[src/rtl/fpu_seq.sv]
// Queued, sequenced front-end for the FP unit complex with watchdog and sticky exception flags.
// Latency: request to response is 3 cycles for a unit that answers in its first cycle; illegal ops take 2.
// Backpressure: req_ready drops while the command FIFO is full; a response is held until rsp_ready.
module fpu_seq #(
  parameter int WIDTH   = 32,
  parameter int DEPTH   = 4,
  parameter int TAGW    = 4,
  parameter int TIMEOUT = 64
) (
  input  logic             clk,
  input  logic             rstn,
  input  logic             req_valid,
  output logic             req_ready,
  input  logic [2:0]       req_op,
  input  logic [2:0]       req_rm,
  input  logic [WIDTH-1:0] req_a,
  input  logic [WIDTH-1:0] req_b,
  input  logic [TAGW-1:0]  req_tag,
  output logic             u_act,
  output logic [2:0]       u_op,
  output logic [2:0]       u_rm,
  output logic [WIDTH-1:0] u_in1,
  output logic [WIDTH-1:0] u_in2,
  input  logic             u_done,
  input  logic [WIDTH-1:0] u_out,
  input  logic             u_ov,
  input  logic             u_un,
  input  logic             u_inv,
  input  logic             u_inexact,
  input  logic             u_div_zero,
  input  logic             u_less,
  input  logic             u_eq,
  input  logic             u_great,
  output logic             rsp_valid,
  input  logic             rsp_ready,
  output logic [WIDTH-1:0] rsp_data,
  output logic [4:0]       rsp_flags,
  output logic [TAGW-1:0]  rsp_tag,
  output logic             rsp_timeout,
  output logic [4:0]       fflags,
  input  logic             fflags_clr,
  output logic             busy
);

  localparam int AW = $clog2(DEPTH);
  localparam int PW = AW + 1;
  localparam int CW = $clog2(TIMEOUT);
  localparam logic [WIDTH-1:0] QNAN = WIDTH'(32'h7FC0_0000);
  localparam logic [4:0] FLAG_NV = 5'b10000;

  typedef enum logic [1:0] {IDLE, EXEC, RESP} state_t;

  typedef struct packed {
    logic [2:0]       op;
    logic [2:0]       rm;
    logic [WIDTH-1:0] a;
    logic [WIDTH-1:0] b;
    logic [TAGW-1:0]  tag;
  } req_t;

  // Command FIFO: extra pointer bit distinguishes full from empty.
  req_t          mem_q [DEPTH];
  logic [PW-1:0] wptr_q, wptr_d, rptr_q, rptr_d, count;
  logic          full, empty, push, pop;
  req_t          req_in, head;

  state_t           state_q, state_d;
  logic [CW-1:0]    cnt_q, cnt_d;
  req_t             iss_q, iss_d;
  logic [WIDTH-1:0] rsp_data_q, rsp_data_d;
  logic [4:0]       rsp_flags_q, rsp_flags_d;
  logic             rsp_to_q, rsp_to_d;
  logic [4:0]       fflags_q, fflags_d;

  logic             cap, cap_to;
  logic [WIDTH-1:0] cap_data;
  logic [4:0]       cap_flags;

  assign count     = wptr_q - rptr_q;
  assign full      = (count == PW'(DEPTH));
  assign empty     = (count == '0);
  assign req_ready = !full;
  assign push      = req_valid && !full;
  assign req_in    = '{op: req_op, rm: req_rm, a: req_a, b: req_b, tag: req_tag};
  assign head      = mem_q[rptr_q[AW-1:0]];

  // FIFO storage needs no reset; occupancy is tracked by the pointers alone.
  always_ff @(posedge clk) begin
    if (push) mem_q[wptr_q[AW-1:0]] <= req_in;
  end

  // Sequencer: next state, issue latching and result capture.
  always_comb begin
    state_d   = state_q;
    cnt_d     = cnt_q;
    iss_d     = iss_q;
    pop       = 1'b0;
    cap       = 1'b0;
    cap_to    = 1'b0;
    cap_data  = '0;
    cap_flags = '0;
    case (state_q)
      IDLE: begin
        if (!empty) begin
          pop   = 1'b1;
          iss_d = head;
          cnt_d = '0;
          if (head.op > 3'd4) begin
            // Illegal opcode is answered locally; the unit is never enabled.
            cap       = 1'b1;
            cap_data  = QNAN;
            cap_flags = FLAG_NV;
            state_d   = RESP;
          end else begin
            state_d = EXEC;
          end
        end
      end
      EXEC: begin
        cnt_d = cnt_q + CW'(1);
        if (u_done) begin
          cap     = 1'b1;
          state_d = RESP;
          if (iss_q.op == 3'd4) begin
            cap_data  = {{(WIDTH-3){1'b0}}, u_less, u_eq, u_great};
            cap_flags = {u_inv, 4'b0000};
          end else begin
            cap_data  = u_out;
            cap_flags = {u_inv, u_div_zero, u_ov, u_un, u_inexact};
          end
        end else if (cnt_q == CW'(TIMEOUT-1)) begin
          cap       = 1'b1;
          cap_to    = 1'b1;
          cap_data  = QNAN;
          cap_flags = FLAG_NV;
          state_d   = RESP;
        end
      end
      RESP: begin
        if (rsp_ready) state_d = IDLE;
      end
      default: state_d = IDLE;
    endcase

    wptr_d      = push ? wptr_q + PW'(1) : wptr_q;
    rptr_d      = pop  ? rptr_q + PW'(1) : rptr_q;
    rsp_data_d  = cap ? cap_data  : rsp_data_q;
    rsp_flags_d = cap ? cap_flags : rsp_flags_q;
    rsp_to_d    = cap ? cap_to    : rsp_to_q;
    // A clear coinciding with a capture keeps only the new flags.
    fflags_d    = (fflags_clr ? 5'b00000 : fflags_q) | (cap ? cap_flags : 5'b00000);
  end

  // State register; reset drops any in-flight op and empties the FIFO.
  always_ff @(posedge clk or negedge rstn) begin
    if (!rstn) begin
      state_q     <= IDLE;
      cnt_q       <= '0;
      iss_q       <= '0;
      wptr_q      <= '0;
      rptr_q      <= '0;
      rsp_data_q  <= '0;
      rsp_flags_q <= '0;
      rsp_to_q    <= 1'b0;
      fflags_q    <= '0;
    end else begin
      state_q     <= state_d;
      cnt_q       <= cnt_d;
      iss_q       <= iss_d;
      wptr_q      <= wptr_d;
      rptr_q      <= rptr_d;
      rsp_data_q  <= rsp_data_d;
      rsp_flags_q <= rsp_flags_d;
      rsp_to_q    <= rsp_to_d;
      fflags_q    <= fflags_d;
    end
  end

  assign u_act       = (state_q == EXEC);
  assign u_op        = iss_q.op;
  assign u_rm        = iss_q.rm;
  assign u_in1       = iss_q.a;
  assign u_in2       = iss_q.b;
  assign rsp_valid   = (state_q == RESP);
  assign rsp_data    = rsp_data_q;
  assign rsp_flags   = rsp_flags_q;
  assign rsp_tag     = iss_q.tag;
  assign rsp_timeout = rsp_to_q;
  assign fflags      = fflags_q;
  assign busy        = (state_q != IDLE) || !empty;

endmodule
[config.mk]
export PLATFORM = sky130hd
export DESIGN_NAME = fpu_seq
export DESIGN_NICKNAME = d
export VERILOG_FILES = /design/src/rtl/fpu_seq.sv
export SDC_FILE = /design/constraint.sdc
export NUM_CORES = 1
export LEC_CHECK = 0
export CORE_MARGIN = 2
export CORE_UTILIZATION = 33
export DETAILED_ROUTE_END_ITERATION = 8
export PLACE_DENSITY = 0.63
export REMOVE_ABC_BUFFERS = 1
export SYNTH_ARGS = -nofsm -noshare
export SYNTH_HDL_FRONTEND = slang
export SYNTH_SLANG_ARGS = --single-unit
[constraint.sdc]
create_clock -name clk -period 11.4 [get_ports clk]
set_input_delay 1.14 -clock clk [delete_from_list [all_inputs] [get_ports clk]]
set_output_delay 1.14 -clock clk [all_outputs]
set_load 0.01 [all_outputs]
**Word level (Yosys, flattened, before mapping)**

Memory sizes are Yosys's and may differ from the RTL's.
Index checks and enable logic that the tools add are counted.

- Order comparisons: 1
- Mux-type cells: 33
- Bitwise logic cells: 2
- $add $sub $neg: 4
- Equal/unequal tests: 8
- Reduce and logical (&&, ||, !) cells: 11

Operators by type and width:

| kind | number |
|---|---|
| 31-bit two-way mux | 3 |
| 32-bit two-way mux | 2 |
| 32-bit one-hot mux with 2 select lines | 1 |
| 5-bit two-way mux | 6 |
| 6-bit one-hot mux with 2 select lines | 1 |
| 1-bit two-way mux | 10 |
| 2-bit two-way mux | 5 |
| 5-bit one-hot mux with 2 select lines | 1 |
| 3-bit by 1-bit adder with 3-bit output (second input constant) | 2 |
| 6-bit by 1-bit adder with 6-bit output (second input constant) | 1 |
| 3-bit equality test (second input constant) | 2 |
| 6-bit equality test (second input constant) | 1 |
| 6-bit two-way mux | 1 |
| 2-bit one-hot mux with 3 select lines | 1 |
| 5-bit OR | 1 |
| 4-bit two-way mux | 1 |
| 2-bit AND reduction | 2 |
| 2-bit nonzero test | 2 |
| 3-bit > comparator (second input constant) | 1 |
| 3-bit logical NOT | 1 |
| 3-bit by 1-bit != test with 1-bit output (second input constant) | 1 |
| 3-bit AND reduction | 1 |
| 3-bit subtractor | 1 |
| 2-bit by 1-bit equality test with 1-bit output (second input constant) | 1 |
| other kinds (9) | 10 |

- Memories kept: 1
- Bits in writable memories: 296
- Output and inout bits: 121
- Bits of input ports: 120
- Logic and storage cells: 73
- Flip-flop bits (word level): 131

Memory list:

| name | words | bits a word | read ports | clocked after memory_dff | wr ports | line | RTL |
|---|---|---|---|---|---|---|---|
| mem_q | 4 | 74 | 1 | 0 | 1 | 62 | `req_t mem_q [DEPTH];` |

**Longest topological paths before layout**

Gate-level depths: netlist (run 1).
An unclocked memory read counts as a cell.

- Depth after elaboration: 7
- Gate-level depth with buffers: 10

**Worst setup path after synthesis (run 1)**

No wires, ideal clock.

- Kind: register -> register
- From: register rptr_q[1]
- To: memory mem_q[3][0] in the netlist's numbering, enable pin
- Clock period less this slack: 6.104 ns
- Stages on the path, launching flop included: 6
- Slack: 5.296 ns
- Required time: 10.846 ns
- Arrival time: 5.550 ns
- Cells stage by stage: dfrtp_1 > clkbuf_1 > clkbuf_1 > inv_1 > ha_1 > a31oi_1

- Cells in the longest elaborated chain, start to end: 6

RTL lines:

| element | line | RTL |
|---|---|---|
| start, declared | 63 | `logic [PW-1:0] wptr_q, wptr_d, rptr_q, rptr_d, count;` |
| start signal, assigned | 171 | `rptr_q <= rptr_d;` |
| 3-bit subtractor | 79 | `assign count = wptr_q - rptr_q;` |
| 3-bit equality test | 80 | `assign full = (count == PW'(DEPTH));` |
| 1-bit logical NOT | 83 | `assign push = req_valid && !full;` |
| 1-bit logical AND | 83 |  |
| 1-bit two-way mux | 89 | `if (push) mem_q[wptr_q[AW-1:0]] <= req_in;` |
| 1-bit two-way mux (not written as such) | 89 |  |
| end, declared | 62 |  |

No other way between the ends.

**Worst setup path in the final report (run 1)**

- From: register rptr_q[0]
- To: output port busy

- Cells in the longest elaborated chain, start to end: 4

RTL lines:

| element | line | RTL |
|---|---|---|
| 3-bit subtractor | 79 |  |
| 3-bit logical NOT | 81 | `assign empty = (count == '0);` |
| 1-bit logical NOT | 190 | `assign busy = (state_q != IDLE) \|\| !empty;` |
| 1-bit logical OR | 190 |  |
| end, declared | 42 | `output logic busy` |

No other way between the ends.

==> results of run 1 <==
per-stage QoR:
stage                     cells  total power [mW]
after floorplan             805             3.767
after global placement     1721             4.627
after detailed placement   1721             4.678
after CTS                  1807             6.196
after global routing       1807             6.438
final                      1808             6.076
worst register-to-register path: stages, from the launching register on:
cell,delay [ns]
dfrtp_4,0.92
ha_1,0.27
nor2b_1,0.21
xnor2_2,0.21
a31oi_1,0.49
and2_4,0.53
buf_4,0.68
cell families after synthesis:
group           share of synthesized area
flops                              0.7407
mux                                0.1562
compound gates                    0.05111
simple gates                      0.02163
buf+inv                           0.01958
fa+ha+maj                        0.006094
xor+xnor                         0.004647
synth_stat cells, types with 2 or more instances:
cell type  instances
edfxtp_1         296
dfrtp_1          131
mux2_2            79
mux4_2            74
o21ai_0           72
nand2_1           39
clkbuf_1          27
o211ai_2          20
buf_6             12
inv_1             11
o211ai_1          11
nand4_1            9
buf_2              8
ha_1               8
nand3_1            8
nor2_1             7
and2_1             4
a21oi_1            3
a31o_2             3
nand2b_1           3
xnor2_1            3
a31oi_1            2
o21a_1             2
xnor2_2            2
xor2_1             2
registers in the layout, summed over array words and instances, names as in the netlist:
name         cells
cnt_q            6
fflags           5
mem_q          296
rptr_q           3
rsp_data        32
rsp_flags        5
rsp_tag          4
rsp_timeout      1
state_q          2
u_in1           32
u_in2           32
u_op             3
u_rm             3
wptr_q           3
layout make-up:
class / instances / area, sq um / share of cell area
Clock inverter: 16 / 206.4 / 0.009813
Antenna cell: 1 / 2.502 / 0.0001189
Inverter: 12 / 45.04 / 0.002141
Tap cell: 664 / 830.8 / 0.03949
Timing Repair Buffer: 252 / 2494 / 0.1185
Clock buffer: 70 / 1311 / 0.06233
Sequential cell: 427 / 12170 / 0.5787
Multi-Input combinational cell: 366 / 3974 / 0.1889
worst max path at each step:
stage | from | to | slack (ns) | depth (start not counted)
after floorplan | rptr_q[0] | mem_q[3][0] | 3.27 | 4
after global placement | req_valid | mem_q[0][35] | 7.55 | 5
after detailed placement | rptr_q[0] | mem_q[0][6] | 7.54 | 6
after CTS | rptr_q[0] | busy | 7.12 | 6
after global routing | rptr_q[0] | busy | 6.94 | 6
final | rptr_q[0] | busy | 7.23 | 6
per-layer routing:
layer | part of all wire | vias up | track usage
li1 | - | 3875 | -
met1 | 0.44 | 4453 | 0.1940
met2 | 0.46 | 275 | 0.2274
met3 | 0.072 | 61 | 0.03807
met4 | 0.019 | 12 | 0.04153
met5 | 0.0020 | - | 0
report_power, final:
part / internal (mW) / total (mW) / switching (mW)
Sequential: 2.19 / 2.44 / 0.250
Clock: 0.887 / 1.49 / 0.599
Combinational: 1.13 / 2.15 / 1.02
==> reports/results.ini, run 1 <==
[power]
power.density_mw_per_mm2=288.8
p_leak_nw=7.286
ir_drop_mv=0.1613

[synth]
avgSynthCellArea_sq_um=19.28
syn_area_sq_mm=0.01643
yosys_warnings=0
synthArstFlopShare=0.3068
yosysUniqueCellTypes=41
synth_edf_count=296
synthCells=852
yosysTopAreaCell=edfxtp_1
seq_area_frac_synth=0.7407
synth_top_area_frac=0.5411
synth_top_flop_cell=edfxtp_1
synthTopCellsByArea=edfxtp_1 54%, dfrtp_1 20%, mux4_2 10%
synth-seq-cells=427

[finish]
fin_util=0.4289
finalNetCount=1233
stdcell_area_sq_mm=0.02104
nFillCells=4387
drive_gt1_frac=0.2353
final_cell_mix=296 x edfxtp_1, 239 x clkdlybuf4s50_1, 129 x dfrtp_1
area_growth_pct=28.08
final_common_cell=edfxtp_1

[timing]
fin_skew_ns=0.01450
worst_hold_slack_ns=0.4818
fin_setup_tns_ns=0
fin_ws_ns=7.227
final_hold_viol_count=0
rsz0062_at_grt=false
drv_slew=0
slew_headroom=0.3235
setup_viol=0
finalCritPeriodShare=0.3661
max_freq_mhz=239.6
period_minus_slack_ns=4.173
worst_pin_slew_ns=1.010

[hold_path]
hold_path_end=fflags[4]
whs_path_depth=2
hold_path.startpoint=fflags[4]
hold_path.class=reg -> reg

[worst_setup_path]
critPathCaptureType=output pin
max_stage_delay_ns=0.75
required_ns=10.26
cp_max_fo=37
worstPathArrival_ns=3.03
worstPathCellList=ha_1 > nor2b_1 > xnor2_2 > nor2_1 > nand2_1 > clkdlybuf4s50_1
reg2reg_from=rptr_q[0]
crit_path_start_kind=flop
critical_path.slowest_cell=dfrtp_4
worstReg2RegEnd=mem_q[0][57]
path_buf_inv=1
r2r_slack_ns=7.64
critPathTopFamily=flip-flops
reg2regPathDepth=6
critPathKind=reg -> out

[routing]
final_antenna_net_count=0
wire_per_inst_um=20.29
remaining_drc_errors=0
vias=8676
totalWireLength_um=36680
drt_iter0_drc=501
viasPerCell=4.799
first_pass_iters=4

[placed_design]
place_congestion=0.7484
io_buffers=240
placed_cell_area_sq_mm=0.01952
dpl_worst_slack_ns=7.545
hpwl_um=22880

[run_status]
status=complete, no violations

[cts]
hold_buffers=0
cts.htree.levels=2
cts_tree=yes
cts_setup_buffers=0
root_buffer=clkbuf_16
cts.sinks=427
clock_latency_ns=0.57
cts_resized=0
clkTransAtPathRegs_ns=0.06
clockBufferDepth=3
cts-buffers-inserted=46

[die]
ios=241
die_area_sq_mm=0.05158
rows=81
dieWidth_um=227.1
coreArea_sq_mm=0.04905
die_y_um=227.1
start_util=0.3349

[grt]
grt_pass1_vias=9178
grt_max_degree=68
grt_pass1_wl_um=55680
track_usage=0.1431
antenna_found_initial=7
grt-ovfl-total=0

[flow_run]
drv_cap=0

Note: power is estimated with default switching activity, not from simulation.
==> run 2: changes to the inputs <==
==> constraint.sdc (replaced) <==
create_clock -name clk -period 4.4 [get_ports clk]
set_input_delay 0.44 -clock clk [delete_from_list [all_inputs] [get_ports clk]]
set_output_delay 0.44 -clock clk [all_outputs]
set_load 0.01 [all_outputs]
==> run 2 against run 1 <==
  * Combinational power increased to 2.7 times the previous value
  * Register-to-register slack got worse by 6.4 ns
  * Critical path depth increased by 1
  * Largest cell class unchanged
  * Hold slack got worse by 0.030 ns
  * Die area unchanged
  * Non-clock buffer count increased by 6
  * Via count increased by 0.85%
  * Critical endpoint unchanged
  * Power increased to 2.6 times the previous value
==> reports/results.ini, run 2 (synthesis results as in run 1) <==
[run_status]
status=complete, no violations

[die]
die_area_sq_mm=0.05158  ; unchanged
start_util=0.3349  ; unchanged
rows=81  ; unchanged
dieWidth_um=227.1  ; unchanged
ios=241  ; unchanged
die_y_um=227.1  ; unchanged
coreArea_sq_mm=0.04905  ; unchanged

[grt]
grt_pass1_wl_um=55790  ; +0.21%
grt_max_degree=65  ; -4.4%
grt-ovfl-total=0  ; unchanged
antenna_found_initial=4  ; -3
grt_pass1_vias=9164  ; -0.15%
track_usage=0.1436  ; +0.0004488

[timing]
fin_skew_ns=0.02818  ; +0.01368 ns
worst_pin_slew_ns=1.072  ; +0.06156 ns
max_freq_mhz=305.4
slew_headroom=0.2823  ; -0.04122
drv_slew=0  ; unchanged
rsz0062_at_grt=false
period_minus_slack_ns=3.275
fin_ws_ns=1.125  ; -6.101 ns
setup_viol=0  ; unchanged
final_hold_viol_count=0  ; unchanged
finalCritPeriodShare=0.7442

[cts]
root_buffer=clkbuf_16
clkTransAtPathRegs_ns=0.06  ; about the same
clock_latency_ns=0.56  ; about the same
clockBufferDepth=3  ; unchanged
cts.htree.levels=2  ; unchanged
cts.sinks=427  ; unchanged
cts-buffers-inserted=45  ; -2.2%
cts_tree=yes
cts_setup_buffers=0  ; unchanged

[finish]
fin_cells=1810  ; +0.11%
area_growth_pct=28.98
final_common_cell=edfxtp_1
finalNetCount=1238  ; +0.41%
drive_gt1_frac=0.2487  ; +0.01335
diodes=0  ; -1
stdcell_area_sq_mm=0.02119  ; +0.71%
final_cell_mix=296 x edfxtp_1, 239 x clkdlybuf4s50_1, 129 x dfrtp_1
largest_reg_flops=296  ; unchanged

[placed_design]
place_inst=1726  ; +0.29%
io_buffers=240  ; unchanged
hpwl_um=23020  ; +0.61%
placed_cell_area_sq_mm=0.01959  ; +0.38%
place_congestion=0.7431  ; -0.71%
dpl_worst_slack_ns=1.226  ; -6.319 ns

[routing]
viasPerCell=4.834  ; +0.74%
final_antenna_net_count=0  ; unchanged
first_pass_iters=4  ; unchanged
remaining_drc_errors=0  ; unchanged
drt_iter0_drc=587  ; +17%
totalWireLength_um=36860  ; +0.50%
wire_per_inst_um=20.37  ; +0.39%
vias=8750  ; +0.85%

[worst_setup_path]
critPathCaptureType=output pin
max_stage_delay_ns=0.67  ; -0.08 ns
worstPathArrival_ns=2.83  ; -0.20 ns
required_ns=3.96  ; -6.30 ns
critPathKind=reg -> out
critical_path.slowest_cell=dfrtp_4
cp_max_fo=26  ; -30%
worstPathCellList=inv_1 > ha_1 > nor2b_1 > xnor2_2 > nor2_1 > nand2_1 > clkdlybuf4s50_1
crit_path_start_kind=flop

[power]
ir_drop_mv=0.4012  ; +150%
power.density_mw_per_mm2=752.7  ; +160%
power_mw=15.95  ; +160%
p_leak_nw=7.354  ; +0.94%

[flow_run]
drv_cap=0  ; unchanged

[hold_path]
hold_path.class=in -> async

[run 2: final cells by class]
cell class / count / area (sq um)
fillers: 4393 / 27870
flip-flops and latches: 427 / 12170
multi-input cells: 366 / 3974
repair buffers: 258 / 2579
clock buffers: 50 / 1206
well taps: 664 / 830.8
clock inverters: 33 / 377.9
inverters: 12 / 45.04
[run 2: worst max-delay path, delay by kind of cell, from the launching register on]
family / cells / cell delay (ns)
buffers and inverters: 2 / 0.70
DFF: 1 / 0.67
and+or+nand+nor: 3 / 0.43
xor gates and xnor gates: 1 / 0.28
adders and majority gates: 1 / 0.19
[run 2: where the power goes]
part | switching (mW) | internal, mW
Clock | 1.58 | 2.40
Combinational | 2.73 | 2.97
Sequential | 0.594 | 5.67
[run 2: path summary, 6_finish.rpt]
kind | start | endpoint | slack [ns] | cells after the start
worst max-delay path | rptr_q[1] | busy | 1.13 | 7
worst min-delay path | rstn | rsp_data[29] | 0.45 | 2
worst max register to register | rptr_q[1] | mem_q[0][10] | 1.24 | 7
worst min register to register | u_in1[21] | u_in1[21] | 0.50 | 1
max in group asynchronous | rstn | rsp_data[19] | 2.90 | 3
min in group clk | u_out[5] | rsp_data[5] | 0.46 | 3
[run 2: repair_timing]
| item | CTS | global route |
|---|---|---|
| resized for setup | 0 | 0 |
| hold buffers | 1 | 0 |
| endpoints found under the hold margin | 62 | 0 |
[run 2: per-stage QoR]
step | setup TNS, ns | util | hold slack [ns]
after floorplan | -819.44 | - | 0.1444
after global placement | 0 | 0.3994 | 0.4764
after detailed placement | 0 | 0.3994 | 0.4905
after CTS | 0 | 0.4319 | 0.4099
after global routing | 0 | 0.4319 | 0.4443
final | 0 | 0.4319 | 0.4522
[run 2: metal layers]
metal | wire length (um) | track usage | vias to the layer above
met5 | 52 | 0 | -
li1 | - | - | 3896
met1 | 16070 | 0.1907 | 4494
met4 | 779 | 0.03879 | 8
met2 | 16980 | 0.2290 | 290
met3 | 2978 | 0.04466 | 62
